`src/rtl/ipsl_pcie_dma_ram_wr_arb.sv`:
```
// Two-requester round-robin write arbiter for the DMA BAR RAM write port.
// MWr and CplD streams each land in a small FIFO; one beat per cycle is
// drained onto a registered RAM write port.
module ipsl_pcie_dma_ram_wr_arb #(
   parameter int unsigned ADDR_WIDTH = 9,
   parameter int unsigned FIFO_AW    = 3,
   parameter logic [1:0]  CPLD_BAR   = 2'd1
) (
   input  logic                  clk,
   input  logic                  rst,
   input  logic                  i_mwr_wr_en,
   input  logic [ADDR_WIDTH-1:0] i_mwr_wr_addr,
   input  logic [127:0]          i_mwr_wr_data,
   input  logic [15:0]           i_mwr_wr_be,
   input  logic [1:0]            i_mwr_wr_bar_hit,
   input  logic                  i_cpld_wr_en,
   input  logic [ADDR_WIDTH-1:0] i_cpld_wr_addr,
   input  logic [127:0]          i_cpld_wr_data,
   input  logic [15:0]           i_cpld_wr_be,
   input  logic                  i_ovf_clr,
   output logic                  o_ram_wr_en,
   output logic [ADDR_WIDTH-1:0] o_ram_wr_addr,
   output logic [127:0]          o_ram_wr_data,
   output logic [15:0]           o_ram_wr_be,
   output logic [1:0]            o_ram_wr_bar_hit,
   output logic                  o_mwr_ovf,
   output logic                  o_cpld_ovf,
   output logic                  o_idle
);

   localparam int unsigned DEPTH = 1 << FIFO_AW;
   localparam int unsigned CW    = FIFO_AW + 1;

   typedef struct packed {
      logic [ADDR_WIDTH-1:0] addr;
      logic [127:0]          data;
      logic [15:0]           be;
      logic [1:0]            bar_hit;
   } ram_wr_t;

   typedef struct packed {
      logic [ADDR_WIDTH-1:0] addr;
      logic [127:0]          data;
      logic [15:0]           be;
   } cpld_ent_t;

   ram_wr_t            mwr_mem  [DEPTH];
   cpld_ent_t          cpld_mem [DEPTH];

   logic [FIFO_AW-1:0] mwr_wp, mwr_rp, cpld_wp, cpld_rp;
   logic [FIFO_AW-1:0] mwr_wp_nxt, mwr_rp_nxt, cpld_wp_nxt, cpld_rp_nxt;
   logic [CW-1:0]      mwr_cnt, cpld_cnt, mwr_cnt_nxt, cpld_cnt_nxt;
   logic               last_gnt, last_gnt_nxt;
   logic               ram_en_q, ram_en_nxt;
   ram_wr_t            ram_q, ram_nxt;
   logic               mwr_ovf_q, mwr_ovf_nxt, cpld_ovf_q, cpld_ovf_nxt;

   logic               mwr_full, mwr_empty, mwr_push, mwr_drop;
   logic               cpld_full, cpld_empty, cpld_push, cpld_drop;
   logic               gnt_mwr, gnt_cpld;
   ram_wr_t            mwr_in, mwr_head;
   cpld_ent_t          cpld_in, cpld_head;

   assign mwr_head  = mwr_mem[mwr_rp];
   assign cpld_head = cpld_mem[cpld_rp];

   // Push/drop decisions, round-robin grant and next-state for all registers
   always_comb begin
      mwr_in       = '{addr: i_mwr_wr_addr, data: i_mwr_wr_data,
                       be: i_mwr_wr_be, bar_hit: i_mwr_wr_bar_hit};
      cpld_in      = '{addr: i_cpld_wr_addr, data: i_cpld_wr_data,
                       be: i_cpld_wr_be};
      mwr_full     = (mwr_cnt == CW'(DEPTH));
      cpld_full    = (cpld_cnt == CW'(DEPTH));
      mwr_empty    = (mwr_cnt == '0);
      cpld_empty   = (cpld_cnt == '0);
      mwr_push     = i_mwr_wr_en & ~mwr_full;
      cpld_push    = i_cpld_wr_en & ~cpld_full;
      mwr_drop     = i_mwr_wr_en & mwr_full;
      cpld_drop    = i_cpld_wr_en & cpld_full;

      // on a tie the requester not granted last wins
      gnt_mwr      = ~mwr_empty & (cpld_empty | last_gnt);
      gnt_cpld     = ~cpld_empty & ~gnt_mwr;

      mwr_cnt_nxt  = mwr_cnt + CW'(mwr_push) - CW'(gnt_mwr);
      cpld_cnt_nxt = cpld_cnt + CW'(cpld_push) - CW'(gnt_cpld);
      mwr_wp_nxt   = mwr_push  ? mwr_wp + FIFO_AW'(1)  : mwr_wp;
      cpld_wp_nxt  = cpld_push ? cpld_wp + FIFO_AW'(1) : cpld_wp;
      mwr_rp_nxt   = gnt_mwr   ? mwr_rp + FIFO_AW'(1)  : mwr_rp;
      cpld_rp_nxt  = gnt_cpld  ? cpld_rp + FIFO_AW'(1) : cpld_rp;

      last_gnt_nxt = last_gnt;
      ram_en_nxt   = gnt_mwr | gnt_cpld;
      ram_nxt      = ram_q;
      if (gnt_mwr) begin
         last_gnt_nxt = 1'b0;
         ram_nxt      = mwr_head;
      end else if (gnt_cpld) begin
         last_gnt_nxt = 1'b1;
         ram_nxt      = '{addr: cpld_head.addr, data: cpld_head.data,
                          be: cpld_head.be, bar_hit: CPLD_BAR};
      end

      // a drop in the same cycle beats the clear
      mwr_ovf_nxt  = mwr_drop  | (mwr_ovf_q  & ~i_ovf_clr);
      cpld_ovf_nxt = cpld_drop | (cpld_ovf_q & ~i_ovf_clr);
   end

   // Control and output registers with synchronous reset
   always_ff @(posedge clk) begin
      if (rst) begin
         mwr_wp     <= '0;
         mwr_rp     <= '0;
         cpld_wp    <= '0;
         cpld_rp    <= '0;
         mwr_cnt    <= '0;
         cpld_cnt   <= '0;
         last_gnt   <= 1'b1;
         ram_en_q   <= 1'b0;
         ram_q      <= '0;
         mwr_ovf_q  <= 1'b0;
         cpld_ovf_q <= 1'b0;
      end else begin
         mwr_wp     <= mwr_wp_nxt;
         mwr_rp     <= mwr_rp_nxt;
         cpld_wp    <= cpld_wp_nxt;
         cpld_rp    <= cpld_rp_nxt;
         mwr_cnt    <= mwr_cnt_nxt;
         cpld_cnt   <= cpld_cnt_nxt;
         last_gnt   <= last_gnt_nxt;
         ram_en_q   <= ram_en_nxt;
         ram_q      <= ram_nxt;
         mwr_ovf_q  <= mwr_ovf_nxt;
         cpld_ovf_q <= cpld_ovf_nxt;
      end
   end

   // FIFO storage; contents need no reset since pointers define validity
   always_ff @(posedge clk) begin
      if (!rst && mwr_push) begin
         mwr_mem[mwr_wp] <= mwr_in;
      end
      if (!rst && cpld_push) begin
         cpld_mem[cpld_wp] <= cpld_in;
      end
   end

   assign o_ram_wr_en      = ram_en_q;
   assign o_ram_wr_addr    = ram_q.addr;
   assign o_ram_wr_data    = ram_q.data;
   assign o_ram_wr_be      = ram_q.be;
   assign o_ram_wr_bar_hit = ram_q.bar_hit;
   assign o_mwr_ovf        = mwr_ovf_q;
   assign o_cpld_ovf       = cpld_ovf_q;
   assign o_idle           = mwr_empty & cpld_empty & ~ram_en_q;

endmodule

```
`config.mk`:
```
export PLATFORM = sky130hd
export DESIGN_NAME = ipsl_pcie_dma_ram_wr_arb
export DESIGN_NICKNAME = d
export VERILOG_FILES = /design/src/rtl/ipsl_pcie_dma_ram_wr_arb.sv
export SDC_FILE = /design/constraint.sdc
export NUM_CORES = 2
export LEC_CHECK = 0
export BUFFER_PORTS_ARGS = -buffer_cell sky130_fd_sc_hd__buf_2
export CELL_PAD_IN_SITES_DETAIL_PLACEMENT = 1
export CELL_PAD_IN_SITES_GLOBAL_PLACEMENT = 1
export CORE_ASPECT_RATIO = 1.2
export CORE_UTILIZATION = 39
export CTS_CLUSTER_DIAMETER = 60
export CTS_CLUSTER_SIZE = 30
export DETAILED_ROUTE_END_ITERATION = 6
export GPL_TIMING_DRIVEN = 1
export PLACE_DENSITY = 0.6
export SLEW_MARGIN = 0
export SYNTH_ARGS = -nofsm -noshare
export SYNTH_HDL_FRONTEND = slang
export SYNTH_SLANG_ARGS = --single-unit
```
`constraint.sdc`:
```
create_clock -name clk -period 43.6 [get_ports clk]
set_input_delay 0 -clock clk [delete_from_list [all_inputs] [get_ports clk]]
set_output_delay 0 -clock clk [all_outputs]
set_load 0.1 [all_outputs]
```
After elaboration in Yosys (flattened, before gate mapping)
Memory sizes are Yosys's and may differ from the RTL's. A register that Yosys moved wholly into a read port is not among the register bits.
Cells that the tools add are included.

storage, ports and cells
  bits in read-only memories = 0
  bits in registers = 179
  output and inout bits = 159
  memory bits (writable) = 2464
  memories kept = 2
  input bits = 313
  latch bits = 0

memory list
  name      words  width  read ports  clocked after Yosys merged registers in  wr ports  line  RTL
  mwr_mem   8      155    1           1                                        1         47    ram_wr_t mwr_mem [DEPTH];
  cpld_mem  8      153    1           1                                        1         48    cpld_ent_t cpld_mem [DEPTH];

operators by class
  div/mod/pow operators = 0
  mux-type cells = 12
  $lt $le $gt $ge = 0
  bitwise operators = 21
  shifts and indexed selects = 0
  add/sub/neg operators = 8
  multiply operators = 0
  eq/ne operators = 2
  reduce and logical (&&, ||, !) cells = 6

operators with widths
  operator                                     count
  2-to-1 mux 155 bit                           2
  adder 3 x 1 -> 3 bit, second input constant  4
  2-to-1 mux 3 bit                             4
  AND 1 bit                                    10
  adder 4 x 1 -> 4 bit                         2
  == test 4 bit, second input constant         2
  zero test 4 bit                              2
  subtractor 4 x 1 -> 4 bit                    2
  NOT 1 bit                                    7
  2-to-1 mux 1 bit                             6
  OR 1 bit                                     4
  logical AND 1 bit                            2
  nonzero test 2 bit                           1
  zero test 1 bit                              1

Longest topological paths before layout
  depth after elaboration = 7
  mapped depth = 11
  depth with buffers taken out = 10

Least setup slack after synthesis
OpenSTA, ideal clock, no wires.

  path kind = register to register
  start = register cpld_cnt[2]
  end = memory cpld_mem[0][0] in the netlist's numbering (enable)
  path buffers = 1
  data arrival time = 16.671 ns
  cell stages (with the launch flop) = 7
  setup time = 1.093 ns
  required time = 42.507 ns
  setup slack = 25.836 ns
  path through = dfxtp_1 inv_1 ha_1 or3b_2 clkbuf_1 nand2_1 nor4b_1

between the ends
  word-level cells in the longest chain between the ends = 6

RTL lines
  item                                    line  RTL
  start, declared                         52    logic [CW-1:0] mwr_cnt, cpld_cnt, mwr_cnt_nxt, cpld_cnt_nxt;
  start signal, assigned                  130   cpld_cnt <= cpld_cnt_nxt;
  == test 4 bit                           74    cpld_full = (cpld_cnt == CW'(DEPTH));
  NOT 1 bit                               78    cpld_push = i_cpld_wr_en & ~cpld_full;
  AND 1 bit                               78
  logical AND 1 bit                       144   if (!rst && cpld_push) begin
  2-to-1 mux 1 bit                        144
  2-to-1 mux 1 bit (not written as such)  145   cpld_mem[cpld_wp] <= cpld_in;
  end, declared                           48

Every way passes these cells.

==> impl_metrics.py <==
metrics = {
    "worst_hold_path": {
        "min-delay-path-class": "in -> reg",
    },
    "yosys": {
        "yosysWarnings": 0,
        "yosysSeqAreaShare": 0.7859,
        "syn_inst": 4244,
        "syn_avg_cell_area_um2": 23.30,
        "synth-seq-cells": 2649,
        "synth_area_mm2": 0.09887,
        "async_reset_ff_frac": 0,
        "synthFlopType": "edfxtp_1",
        "synth_edf_count": 2464,
        "synthDistinctLibCells": 44,
        "synth_fp_nets": 4573,
    },
    "clocking": {
        "cts_buffer_depth": 4,
        "clk_latency_ns": 0.87,
        "clkTransAtPathRegs_ns": 0.09,
        "numCtsBuffers": 163,
        "htreeDepth": 4,
        "cts_root_buf": "clkbuf_16",
        "cts_resized": 0,
        "clock-sinks": 2649,
        "cts_tree": "yes",
        "post_cts_buffers": 0,
    },
    "finish": {
        "final_area_mm2": 0.1168,
        "drive_above_1_share": 0.3035,
        "final_util": 0.4629,
        "syn_to_final_growth_pct": 18.09,
        "nNetsFinal": 5660,
        "fin_cells": 8852,
        "final_cell_mix": "2464 x edfxtp_1, 616 x mux4_2, 571 x dlygate4sd3_1, 471 x buf_2, 179 x dfxtp_1",
        "final_common_cell": "edfxtp_1",
    },
    "place": {
        "numPortBuffers": 471,
        "placed_area_mm2": 0.1053,
        "dp.cells": 7961,
        "dp_hpwl_um": 147100,
        "routabilityCongestion": 0.7405,
    },
    "run": {
        "drv_cap": 0,
    },
    "die": {
        "rows": 202,
        "die_x_um": 461.6,
        "core_mm2": 0.2522,
        "start_util": 0.3920,
        "io_pins": 472,
        "dieArea_mm2": 0.2555,
        "die_h_um": 553.5,
    },
    "grt": {
        "grt_max_degree": 127,
        "antenna_found_initial": 76,
        "grt_pass1_vias": 51180,
        "globalRouteTotalUtil": 0.1978,
        "grt_pass1_wl_um": 367400,
        "grt_overflow_total": 0,
    },
    "pwr": {
        "ir_drop_v": 0.00004947,
        "cellLeakagePower_nw": 36.64,
        "p_per_area_mw_per_mm2": 54.49,
    },
    "timing": {
        "rsz0062_at_grt": "false",
        "hold_viol": 0,
        "clock.fmax_ghz": 0.1913,
        "relSlewSlack": 0.2360,
        "period_share": 0.1199,
        "maxSlewViolCount": 0,
        "tightest_slew_ns": 1.144,
        "finClkSkew_ns": 0.05933,
        "fin_crit_ns": 5.227,
        "setup_tns_ns": 0,
        "setup_violations": 0,
    },
    "detailed_routing": {
        "drt_wl_total_um": 254000,
        "ant_nets": 0,
        "vias_per_cell": 5.353,
        "drtIter0Drc": 3466,
        "drt_pass1_iterations": 7,
        "routedWlPerCell_um": 28.70,
        "via_count": 47380,
        "remaining_drc_errors": 0,
    },
    "worst_setup_path": {
        "start_kind": "flop",
        "path_max_fanout": 39,
        "crit_required_ns": 44.31,
        "critPathKind": "reg -> reg",
        "endpoint_kind": "flop",
        "arrival_ns": 5.93,
    },
    "status": {
        "status": "finished, final reports clean",
    },
}
[area by class of cell]
class | count | area [um2]
clock buffers | 175 | 4185
fillers | 23140 | 135500
repair buffers | 1148 | 8944
clock inverters | 118 | 1535
multi-input cells | 1357 | 20050
inverters | 12 | 45.04
flip-flops and latches | 2649 | 77720
well taps | 3366 | 4212
diodes | 27 | 67.56
[power by group]
group	switching (mW)	internal (mW)
Sequential	0.100	2.91
Clock	0.937	0.797
Combinational	1.03	0.585
Total	2.06	4.30
[cells by family after synthesis]
group	share of synthesized area
flops	0.7859
mux	0.1735
compound gates	0.02069
buf+inv	0.01255
simple gates	0.003936
fa+ha+maj	0.002177
xor+xnor	0.001240
[registers in the layout, indices dropped and copies added (netlist names), named ones only]
name / flops
mwr_mem: 1240
cpld_mem: 1224
o_ram_wr_data: 128
o_ram_wr_be: 16
o_ram_wr_addr: 9
cpld_cnt: 4
mwr_cnt: 4
cpld_rp: 3
cpld_wp: 3
mwr_rp: 3
mwr_wp: 3
o_ram_wr_bar_hit: 2
last_gnt: 1
o_cpld_ovf: 1
o_mwr_ovf: 1
o_ram_wr_en: 1
[routing by layer]
layer  track usage  vias up  part of all wire
li1              -    20150                 -
met1        0.2564    25800              0.41
met2        0.3479     1039              0.52
met3       0.03351      343             0.047
met4       0.04054       56             0.020
met5             0        -            0.0015
[cells in the mapped netlist, types with 32 or more instances]
cell type,instances,share of area
a22oi_1,152,0.012
buf_2,73,0.0037
buf_6,32,0.0036
clkbuf_1,95,0.0036
dfxtp_1,185,0.037
edfxtp_1,2464,0.75
mux2_2,153,0.017
mux2i_1,156,0.016
mux4_2,616,0.14
nor2_1,36,0.0014
o21ai_0,64,0.0032
o21ai_1,90,0.0046
[critical path, stage by stage, from the launching register on]
cell	delay, ns
dfxtp_4	0.90
buf_4	0.73
buf_4	0.78
buf_4	0.76
buf_4	0.71
mux4_2	0.60
mux2i_1	0.22
o21ai_1	0.08
[path summary, 6_finish.rpt]
path,cells past startpoint,start,to,slack (ns)
min,2,i_mwr_wr_data[11],mwr_mem[1][29],0.04
min reg2reg,2,o_ram_wr_data[18],o_ram_wr_data[18],0.49
max reg2reg,7,flop,o_ram_wr_data[90],38.37
max,7,flop,o_ram_wr_data[90],38.37
[per-stage QoR]
stage | hold slack, ns | setup WS [ns] | power [mW]
final | 0.03987 | 38.37 | 6.362
after detailed placement | 0.2702 | 38.14 | 4.672
after global routing | 0.01915 | 37.75 | 6.595
after global placement | 0.2621 | 38.16 | 4.652
after floorplan | 0.09887 | 25.84 | 4.265
after CTS | 0.0005099 | 38.13 | 6.451
[repair_timing]
item	4_1_cts	5_1_grt
hold endpoints to repair	2496	0
setup endpoints to repair	0	0
hold buffers	571	0
Power figures use the tool's default switching activity.
